===== src/rtl/raw_stream_tx_if.sv =====
// raw_stream_tx_if: upstream pixel valid/ready handshake between the source FIFO and raw_stream_tx
// Signals:
//   src_data  - upstream pixel
//   src_valid - source has a pixel this cycle
//   src_ready - sink takes src_data on this edge
// Modports: master = pixel source, slave = raw_stream_tx
interface raw_stream_tx_if #(
    parameter int BITS = 8
);
    logic [BITS-1:0] src_data;
    logic            src_valid;
    logic            src_ready;
    modport master (output src_data, output src_valid, input src_ready);
    modport slave  (input src_data, input src_valid, output src_ready);
endinterface


===== src/rtl/raw_stream_tx.sv =====
// raw_stream_tx: frame-timing transmitter producing a gap-free raw Bayer stream with H/V blanking
// Ports:
//   pclk, rst_n         - pixel clock, asynchronous active-low reset
//   enable              - run request, sampled only at frame boundaries
//   src                 - upstream pixel handshake (raw_stream_tx_if.slave)
//   per_raw_data/clken  - registered output pixel and active-pixel strobe
//   frame_start         - pulse with first pixel of a frame
//   line_end            - pulse with last pixel of each line
//   frame_done          - pulse with last pixel of a frame
//   underflow           - sticky flag, source was empty during an active cycle
//   underflow_clr       - synchronous clear of underflow
// Optional build macro RAW_TX_TEST_PATTERN_EN adds input test_mode, which replaces
// the source with a (col + line) ramp for the whole frame it is sampled at.
module raw_stream_tx #(
    parameter int BITS   = 8,
    parameter int WIDTH  = 1936,
    parameter int HEIGHT = 1088,
    parameter int HBLANK = 64,
    parameter int VBLANK = 4
) (
    input  logic            pclk,
    input  logic            rst_n,
    input  logic            enable,
`ifdef RAW_TX_TEST_PATTERN_EN
    input  logic            test_mode,
`endif
    raw_stream_tx_if.slave  src,
    output logic [BITS-1:0] per_raw_data,
    output logic            per_raw_clken,
    output logic            frame_start,
    output logic            line_end,
    output logic            frame_done,
    output logic            underflow,
    input  logic            underflow_clr
);
    localparam int VB_CYC = VBLANK * (WIDTH + HBLANK);
    localparam int CW = WIDTH  > 1 ? $clog2(WIDTH)  : 1;
    localparam int LW = HEIGHT > 1 ? $clog2(HEIGHT) : 1;
    localparam int HW = HBLANK > 1 ? $clog2(HBLANK) : 1;
    localparam int VW = VB_CYC > 1 ? $clog2(VB_CYC) : 1;
    localparam logic [CW-1:0] COL_LAST  = CW'(WIDTH - 1);
    localparam logic [LW-1:0] LINE_LAST = LW'(HEIGHT - 1);
    localparam logic [HW-1:0] HB_LAST   = HW'(HBLANK - 1);
    localparam logic [VW-1:0] VB_LAST   = VW'(VB_CYC - 1);

    typedef enum logic [1:0] {IDLE, VBLANK_S, ACTIVE, HBLANK_S} state_t;

    state_t          state_q, state_d;
    logic [CW-1:0]   col_q, col_d;
    logic [LW-1:0]   line_q, line_d;
    logic [HW-1:0]   hb_q, hb_d;
    logic [VW-1:0]   vb_q, vb_d;
    logic            tm_q, tm_d;
    logic [BITS-1:0] data_q, data_d;
    logic            clken_q, clken_d;
    logic            fs_q, fs_d;
    logic            le_q, le_d;
    logic            fd_q, fd_d;
    logic            uf_q, uf_d;
    logic            col_last, line_last;
    logic [BITS-1:0] pat;

    assign col_last  = col_q == COL_LAST;
    assign line_last = line_q == LINE_LAST;
    assign pat       = BITS'(col_q) + BITS'(line_q);

    // Ready depends only on the state so the source can never stall an active line.
    assign src.src_ready = (state_q == ACTIVE) && !tm_q;

    always_comb begin
        state_d = state_q;
        col_d   = col_q;
        line_d  = line_q;
        hb_d    = hb_q;
        vb_d    = vb_q;
        tm_d    = tm_q;
        data_d  = data_q;
        clken_d = 1'b0;
        fs_d    = 1'b0;
        le_d    = 1'b0;
        fd_d    = 1'b0;
        uf_d    = uf_q & ~underflow_clr;
        case (state_q)
            IDLE: state_d = enable ? VBLANK_S : IDLE;
            VBLANK_S: begin
                vb_d = vb_q == VB_LAST ? '0 : vb_q + 1'b1;
                if (vb_q == VB_LAST) begin
                    state_d = ACTIVE;
                    line_d  = '0;
                    col_d   = '0;
`ifdef RAW_TX_TEST_PATTERN_EN
                    tm_d    = test_mode;
`else
                    tm_d    = 1'b0;
`endif
                end
            end
            ACTIVE: begin
                clken_d = 1'b1;
                // An empty source still produces a strobe (zero pixel) to keep line length.
                data_d  = tm_q ? pat : (src.src_valid ? src.src_data : '0);
                uf_d    = (~tm_q & ~src.src_valid) | uf_d;
                fs_d    = col_q == '0 && line_q == '0;
                le_d    = col_last;
                fd_d    = col_last && line_last;
                col_d   = col_last ? '0 : col_q + 1'b1;
                state_d = col_last ? HBLANK_S : ACTIVE;
            end
            HBLANK_S: begin
                hb_d = hb_q == HB_LAST ? '0 : hb_q + 1'b1;
                if (hb_q == HB_LAST) begin
                    line_d  = line_last ? '0 : line_q + 1'b1;
                    state_d = !line_last ? ACTIVE : (enable ? VBLANK_S : IDLE);
                end
            end
        endcase
    end

    always_ff @(posedge pclk or negedge rst_n) begin
        if (!rst_n) begin
            state_q <= IDLE;
            col_q   <= '0;
            line_q  <= '0;
            hb_q    <= '0;
            vb_q    <= '0;
            tm_q    <= 1'b0;
            data_q  <= '0;
            clken_q <= 1'b0;
            fs_q    <= 1'b0;
            le_q    <= 1'b0;
            fd_q    <= 1'b0;
            uf_q    <= 1'b0;
        end else begin
            state_q <= state_d;
            col_q   <= col_d;
            line_q  <= line_d;
            hb_q    <= hb_d;
            vb_q    <= vb_d;
            tm_q    <= tm_d;
            data_q  <= data_d;
            clken_q <= clken_d;
            fs_q    <= fs_d;
            le_q    <= le_d;
            fd_q    <= fd_d;
            uf_q    <= uf_d;
        end
    end

    assign per_raw_data  = data_q;
    assign per_raw_clken = clken_q;
    assign frame_start   = fs_q;
    assign line_end      = le_q;
    assign frame_done    = fd_q;
    assign underflow     = uf_q;
endmodule


===== src/flat_wrapper.sv =====
// flat-port wrapper written by rule: the top's interface ports become plain ports
module raw_stream_tx_flat 
#(
    parameter int BITS   = 8,
    parameter int WIDTH  = 1936,
    parameter int HEIGHT = 1088,
    parameter int HBLANK = 64,
    parameter int VBLANK = 4
)
  (pclk, rst_n, enable, per_raw_data, per_raw_clken, frame_start, line_end, frame_done, underflow, underflow_clr, src_src_data, src_src_valid, src_src_ready);
  raw_stream_tx_if #(.BITS(BITS)) src_i ();
  input  logic pclk;
  input  logic rst_n;
  input  logic enable;
  output logic [BITS-1:0] per_raw_data;
  output logic per_raw_clken;
  output logic frame_start;
  output logic line_end;
  output logic frame_done;
  output logic underflow;
  input  logic underflow_clr;
  input wire logic [$bits(src_i.src_data)-1:0] src_src_data;
  input wire logic [$bits(src_i.src_valid)-1:0] src_src_valid;
  output wire logic [$bits(src_i.src_ready)-1:0] src_src_ready;
  assign src_i.src_data = src_src_data;
  assign src_i.src_valid = src_src_valid;
  assign src_src_ready = src_i.src_ready;
  raw_stream_tx #(.BITS(BITS), .WIDTH(WIDTH), .HEIGHT(HEIGHT), .HBLANK(HBLANK), .VBLANK(VBLANK)) u_core (.pclk(pclk), .rst_n(rst_n), .enable(enable), .src(src_i), .per_raw_data(per_raw_data), .per_raw_clken(per_raw_clken), .frame_start(frame_start), .line_end(line_end), .frame_done(frame_done), .underflow(underflow), .underflow_clr(underflow_clr));
endmodule

===== config.mk =====
export PLATFORM = sky130hd
export DESIGN_NAME = raw_stream_tx_flat
export DESIGN_NICKNAME = d
export VERILOG_FILES = /design/src/rtl/raw_stream_tx_if.sv /design/src/rtl/raw_stream_tx.sv /design/src/flat_wrapper.sv
export SDC_FILE = /design/constraint.sdc
export NUM_CORES = 1
export LEC_CHECK = 0
export ABC_AREA = 1
export BUFFER_PORTS_ARGS = -buffer_cell sky130_fd_sc_hd__buf_4
export CORE_MARGIN = 1.5
export CORE_UTILIZATION = 59
export CTS_CLUSTER_DIAMETER = 150
export DETAILED_ROUTE_END_ITERATION = 16
export PLACE_DENSITY = 0.77
export SYNTH_ARGS = -nofsm -noshare
export SYNTH_HDL_FRONTEND = slang
export SYNTH_SLANG_ARGS = --single-unit

===== constraint.sdc =====
create_clock -name pclk -period 1.65 [get_ports pclk]
set_input_delay 0.33 -clock pclk [delete_from_list [all_inputs] [get_ports pclk]]
set_output_delay 0.33 -clock pclk [all_outputs]
set_load 0.02 [all_outputs]

# Yosys cells after proc, flatten, opt, wreduce, memory -nomap -nowiden
# Index checks and enable logic that the tools add are counted.
[totals]
latch_bits = 0
n_memories = 0
mem_bits_ro = 0
elab_cells = 58
reg_bits = 56
in_bits = 13
mem_bits_rw = 0
out_inout_bits = 14
[classes]
n_eq_ne = 9
mul = 0
bitwise_logic = 4
order_cmp = 0
add_sub_neg = 4
muxes = 20
n_div = 0
n_reduce_logical = 10
n_shift = 0
[ops]
columns = ["op", "count"]
rows = [
  ["$mux 11", 4],
  ["$pmux 11 s2", 2],
  ["$add 11x1->11 const B", 2],
  ["$eq 11x11->1 const B", 2],
  ["$logic_not 11->1", 2],
  ["$add 13x1->13 const B", 1],
  ["$eq 13x13->1 const B", 1],
  ["$mux 13", 1],
  ["$mux 8", 1],
  ["$pmux 2 s4", 1],
  ["$mux 1", 7],
  ["$add 6x1->6 const B", 1],
  ["$eq 6x6->1 const B", 1],
  ["$mux 2", 3],
  ["$mux 6", 1],
  ["$eq 2x2->1 const B", 2],
  ["$ne 2x1->1 const B", 2],
  ["$reduce_and 2->1", 2],
  ["$reduce_bool 2->1", 2],
  ["$reduce_and 3->1", 1],
  ["$eq 2x1->1 const B", 1],
  ["$logic_and 1x1->1", 2],
  ["$logic_not 2->1", 1],
  ["$not 1->1", 2],
  ["other kinds (2)", 2],
]

# Longest topological paths before layout
[logic_depth]
word_depth = 4
ltp_mapped = 9
depth_no_buf = 9

# Worst setup path before layout
# Ideal clock, no wire load.
[synth_path]
kind = "register to register"
start = "register u_core.line_q[0]"
end = "register u_core.line_q[0]"
setup_slack_ps = 216
path_stages_with_launch = 9
arrival_ps = 1316
synth_period_minus_slack_ps = 1434
t_required_ps = 1533
setup_ps = 117
path_buffers = 0
cell_sequence = "dfrtp_1 > ha_1 > nand3_1 > nor2_1 > nand2_1 > nand2_1 > inv_2 > nand3_1 > nand2_1"
[synth_between]
elab_chain_len = 4
elab_cells_between_ends = 5
cone_classes = "1 x add/sub; 1 x eq/ne; 3 x mux"
[synth_rtl]
columns = ["element", "line", "source"]
rows = [
  ["start: declaration", "raw_stream_tx.sv:50", "logic [LW-1:0] line_q, line_d;"],
  ["start signal: assignment", "raw_stream_tx.sv:136", "line_q <= line_d;"],
  ["$add 11x1->11 or $eq 11x11->1 (tied branches)", "raw_stream_tx.sv:112, raw_stream_tx.sv:64", ""],
  ["$mux 11 (*)", "raw_stream_tx.sv:112", "line_d = line_last ? '0 : line_q + 1'b1;"],
  ["$mux 11 (*)", "raw_stream_tx.sv:111", "if (hb_q == HB_LAST) begin"],
  ["$pmux 11 s2 (*)", "raw_stream_tx.sv:83", "case (state_q)"],
]
# Every way passes the cells marked *; elsewhere a longest branch is shown, timed or not. The select of a mux whose other input is x is not followed.
# A chain may end at the register's enable or synchronous reset.

# Worst setup path in the final report
[layout_path]
start = "register u_core.hb_q[0]"
end = "register u_core.state_q[0]"
[layout_between]
elab_chain_len = 3
[layout_rtl]
columns = ["element", "line", "source"]
rows = [
  ["start: declaration", "raw_stream_tx.sv:51", "logic [HW-1:0] hb_q, hb_d;"],
  ["start signal: assignment", "raw_stream_tx.sv:124", "hb_q <= '0;"],
  ["start signal: assignment", "raw_stream_tx.sv:137", "hb_q <= hb_d;"],
  ["$eq 6x6->1", "raw_stream_tx.sv:111", ""],
  ["$ne 2x1->1 (no source line)", "n/a", ""],
  ["$reduce_and 2->1 (no source line)", "n/a", ""],
  ["end signal: assignment", "raw_stream_tx.sv:134", "state_q <= state_d;"],
  ["end: declaration", "raw_stream_tx.sv:48", "state_t state_q, state_d;"],
]
# Every way passes these cells.

==> flow_metrics.tcl <==
set metrics [dict create \
    status "finished, final reports clean" \
    vias 2744 \
    synth_fp_nets 426 \
    fin_nets 466 \
    grt_pass1_wl_mm 10.6 \
    drt_iter0_drc 150 \
    synth_mux_area_share_pct 0 \
    setup_slack_ns 0.0757 \
    cts_root_buffer "clkbuf_8" \
    leakagePower_nw 1.78 \
    ios 27 \
    synth_seq_cells 56 \
    clk_latency_ns 0.32 \
    grt.total_usage_pct 25.0 \
    criticalPathCategory "flop to flop" \
    final_cell_count_no_fill 515 \
    die-area_sq_um 5610 \
    synth.lib_cells_used.distinct 29 \
    tritoncts "yes" \
    die_y_um 74.9 \
    finalSetupViolCount 0 \
    n_fill_cell 377 \
    cp.required_ns 1.85 \
    cts_made_buffers 5 \
    hold_violations 0 \
    drt_wl_total_mm 6.37 \
    clkSlewWorstSetupHoldPaths_ns 0.10 \
    drv_slew 0 \
    port_buffers 26 \
    r2r_setup_slack_ns 0.08 \
    synth_fa_ha_area_share_pct 2.46 \
    clock-sinks 56 \
    fin_crit_sh_pct 95.4 \
    r2r_start "u_core.hb_q[0]" \
    worstMarginPinSlew_ns 0.585 \
    hold_end "u_core.underflow" \
    grt_pass1_vias 2386 \
    max_slew_margin_pct 60.6 \
    startpoint "u_core.hb_q[0]" \
    hpwl_mm 4.68 \
    post-place-cells 506 \
    fin_setup_tns_ns 0 \
    final_common_cell "nand2_1" \
    htreeDepth 2 \
    pwr-share-seq_pct 61.6 \
    hold_start "underflow_clr" \
    cp.arrival_ns 1.78 \
    drive_gt1_share_pct 13.8 \
    yosys.area.top_type "dfrtp_1" \
    clock_path_buffers 2 \
    reg2regPathDepth 5 \
    ir_worst_vdd_uv 538 \
    hp-class "primary input to flop" \
    place_ws_ns 0.0324 \
    timing.rr.end "u_core.state_q[0]" \
    worstSetupStartpointType "flop" \
    drc_errors 0 \
    power_density_nw_per_um2 633 \
    p_switching_mw 0.486 \
    p_comb_share_pct 2.7 \
    grt-ovfl-total 0 \
    ant_nets 0 \
    synth_compound_area_share_pct 6.97 \
    drt-pass1-iter-count 5 \
    final_cell_mix "nand2_1 (115), dfrtp_1 (56), nand3_1 (50), nor2_1 (45), inv_1 (43)" \
    wire_per_inst_um 12.4 \
    rsz0062_at_grt "no" \
    gp_congestion 0.927 \
    start_util_pct 62.9 \
    rows 25 \
    core_sq_um 4850 \
    area_growth_pct 15.4 \
    regArea_sq_um 1400 \
    synth_top_area_share_pct 45.9 \
    min_path_cells 2 \
    final_util_pct 72.6 \
    ys_top_cells_by_area "dfrtp_1 (46%), nand2_1 (14%), nand3_1 (8.4%)" \
    internal_power_mw 1.74 \
    netlist_area_sq_um 3050 \
    ys_warn_count 0 \
    grt_antenna_before_repair 0 \
    end_kind "flop" \
    power_mw 2.23 \
    clockPowerShare_pct 35.7 \
    netSwitchingFraction_pct 21.8 \
    yosysSeqAreaShare_pct 45.9 \
    viasPerCell 5.33 \
    synthXorXnorAreaFrac_pct 2.58 \
    synth-simple-area-share_pct 35.1 \
    max_freq_mhz 635 \
    antenna_cells 0 \
    max_cap_viol_count 0 \
    synth_top_family_by_area "simple AND/OR/NAND/NOR gates" \
    fp.dieW_um 74.9 \
    path_max_fanout 5 \
    syn_area_per_cell_sq_um 7.49 \
    grt_max_degree 34 \
    finClkSkew_ns 0.0115 \
    syn_inst 407 \
    multiInputGateArea_sq_um 1450 \
    post-route-min-period_ns 1.57 \
]
-- flip-flops by register name, summed over array words and instances (netlist names) --
name and count:
u_core.per_raw_clken 1, u_core.per_raw_data 8, u_core.frame_done 1, u_core.underflow 1, u_core.vb_q 13, u_core.hb_q 6
u_core.line_q 11, u_core.line_end 1, u_core.frame_start 1, u_core.col_q 11, u_core.state_q 2
-- worst max-delay path by stage --
stage / endpoint
floorplan: u_core.line_q[0]
global placement: u_core.col_q[1]
detailed placement: u_core.col_q[3]
CTS: u_core.col_q[3]
global route: u_core.state_q[0]
finish: u_core.state_q[0]
-- cell families (layout without fill, tap and decap cells) --
kind of cell | Yosys count | count (layout)
DFF | 56 | 56
AOI/OAI and AO/OA | 41 | 41
xor gates and xnor gates | 9 | 9
buffers and inverters | 54 | 95
and+or+nand+nor | 241 | 241
adders and majority gates | 6 | 6
-- synth_stat cells --
library cell	instances
a21oi_1	4
nor2_4	1
nand3_1	51
o21ai_0	32
or2_2	1
xnor2_1	4
o21ai_1	1
nand3_4	1
nor3_4	1
nand2_1	116
nor2_1	46
nand2_4	1
a21boi_0	1
o22ai_1	1
buf_1	1
a31oi_1	1
clkbuf_1	2
nand2_2	3
nand4_1	18
buf_2	2
inv_1	44
dfrtp_1	56
o21bai_1	1
xor2_1	5
inv_2	4
nor3_1	1
buf_6	1
ha_1	6
nand3b_1	1
-- through the flow --
stage	hold slack, ns	area [sq um]
5_1_grt	0.201	3520
2_1_floorplan	0.0344	3050
3_3_place_gp	0.250	3400
4_1_cts	0.206	3510
6_report	0.212	3520
3_5_place_dp	0.250	3400
-- final cells by class --
cell class              count  area share (%)
multi-input cells         297            41.2
clock inverters             2           0.391
repair buffers             39            8.74
well taps                  67            2.38
inverters                  48            5.12
clock buffers               6            2.35
flip-flops and latches     56            39.8
-- per-layer routing --
metal | up-vias | track usage, % | share of wire (%)
met2 | 63 | 38.6 | 45
li1 | 1398 | - | -
met1 | 1271 | 35.1 | 50
met3 | 12 | 4.55 | 3.5
met5 | - | 0 | 0
met4 | 0 | 9.49 | 2.0
-- worst max-delay path: stages (launching register included) --
cell	delay, ns
dfrtp_1	0.39
ha_1	0.18
nand3_1	0.12
o21ai_0	0.51
nand2_1	0.10
nand3b_1	0.16
-- what timing repair did --
action / CTS / global route
resized for setup: 0 / 5
endpoints found under the setup margin: 0 / 21
hold endpoints to repair: 23 / 0
setup buffers: 0 / 0
hold buffers: 1 / 0
-- power groups by stage --
stage                     Clock [mW]  Sequential [mW]  Combinational [mW]
after floorplan                    0             1.40             0.00621
after global placement             0             1.40              0.0611
after detailed placement           0             1.40              0.0615
after CTS                      0.820             1.37              0.0634
after global routing           0.872             1.37              0.0705
final                          0.795             1.37              0.0610
Note: power is estimated with default switching activity, not from simulation.
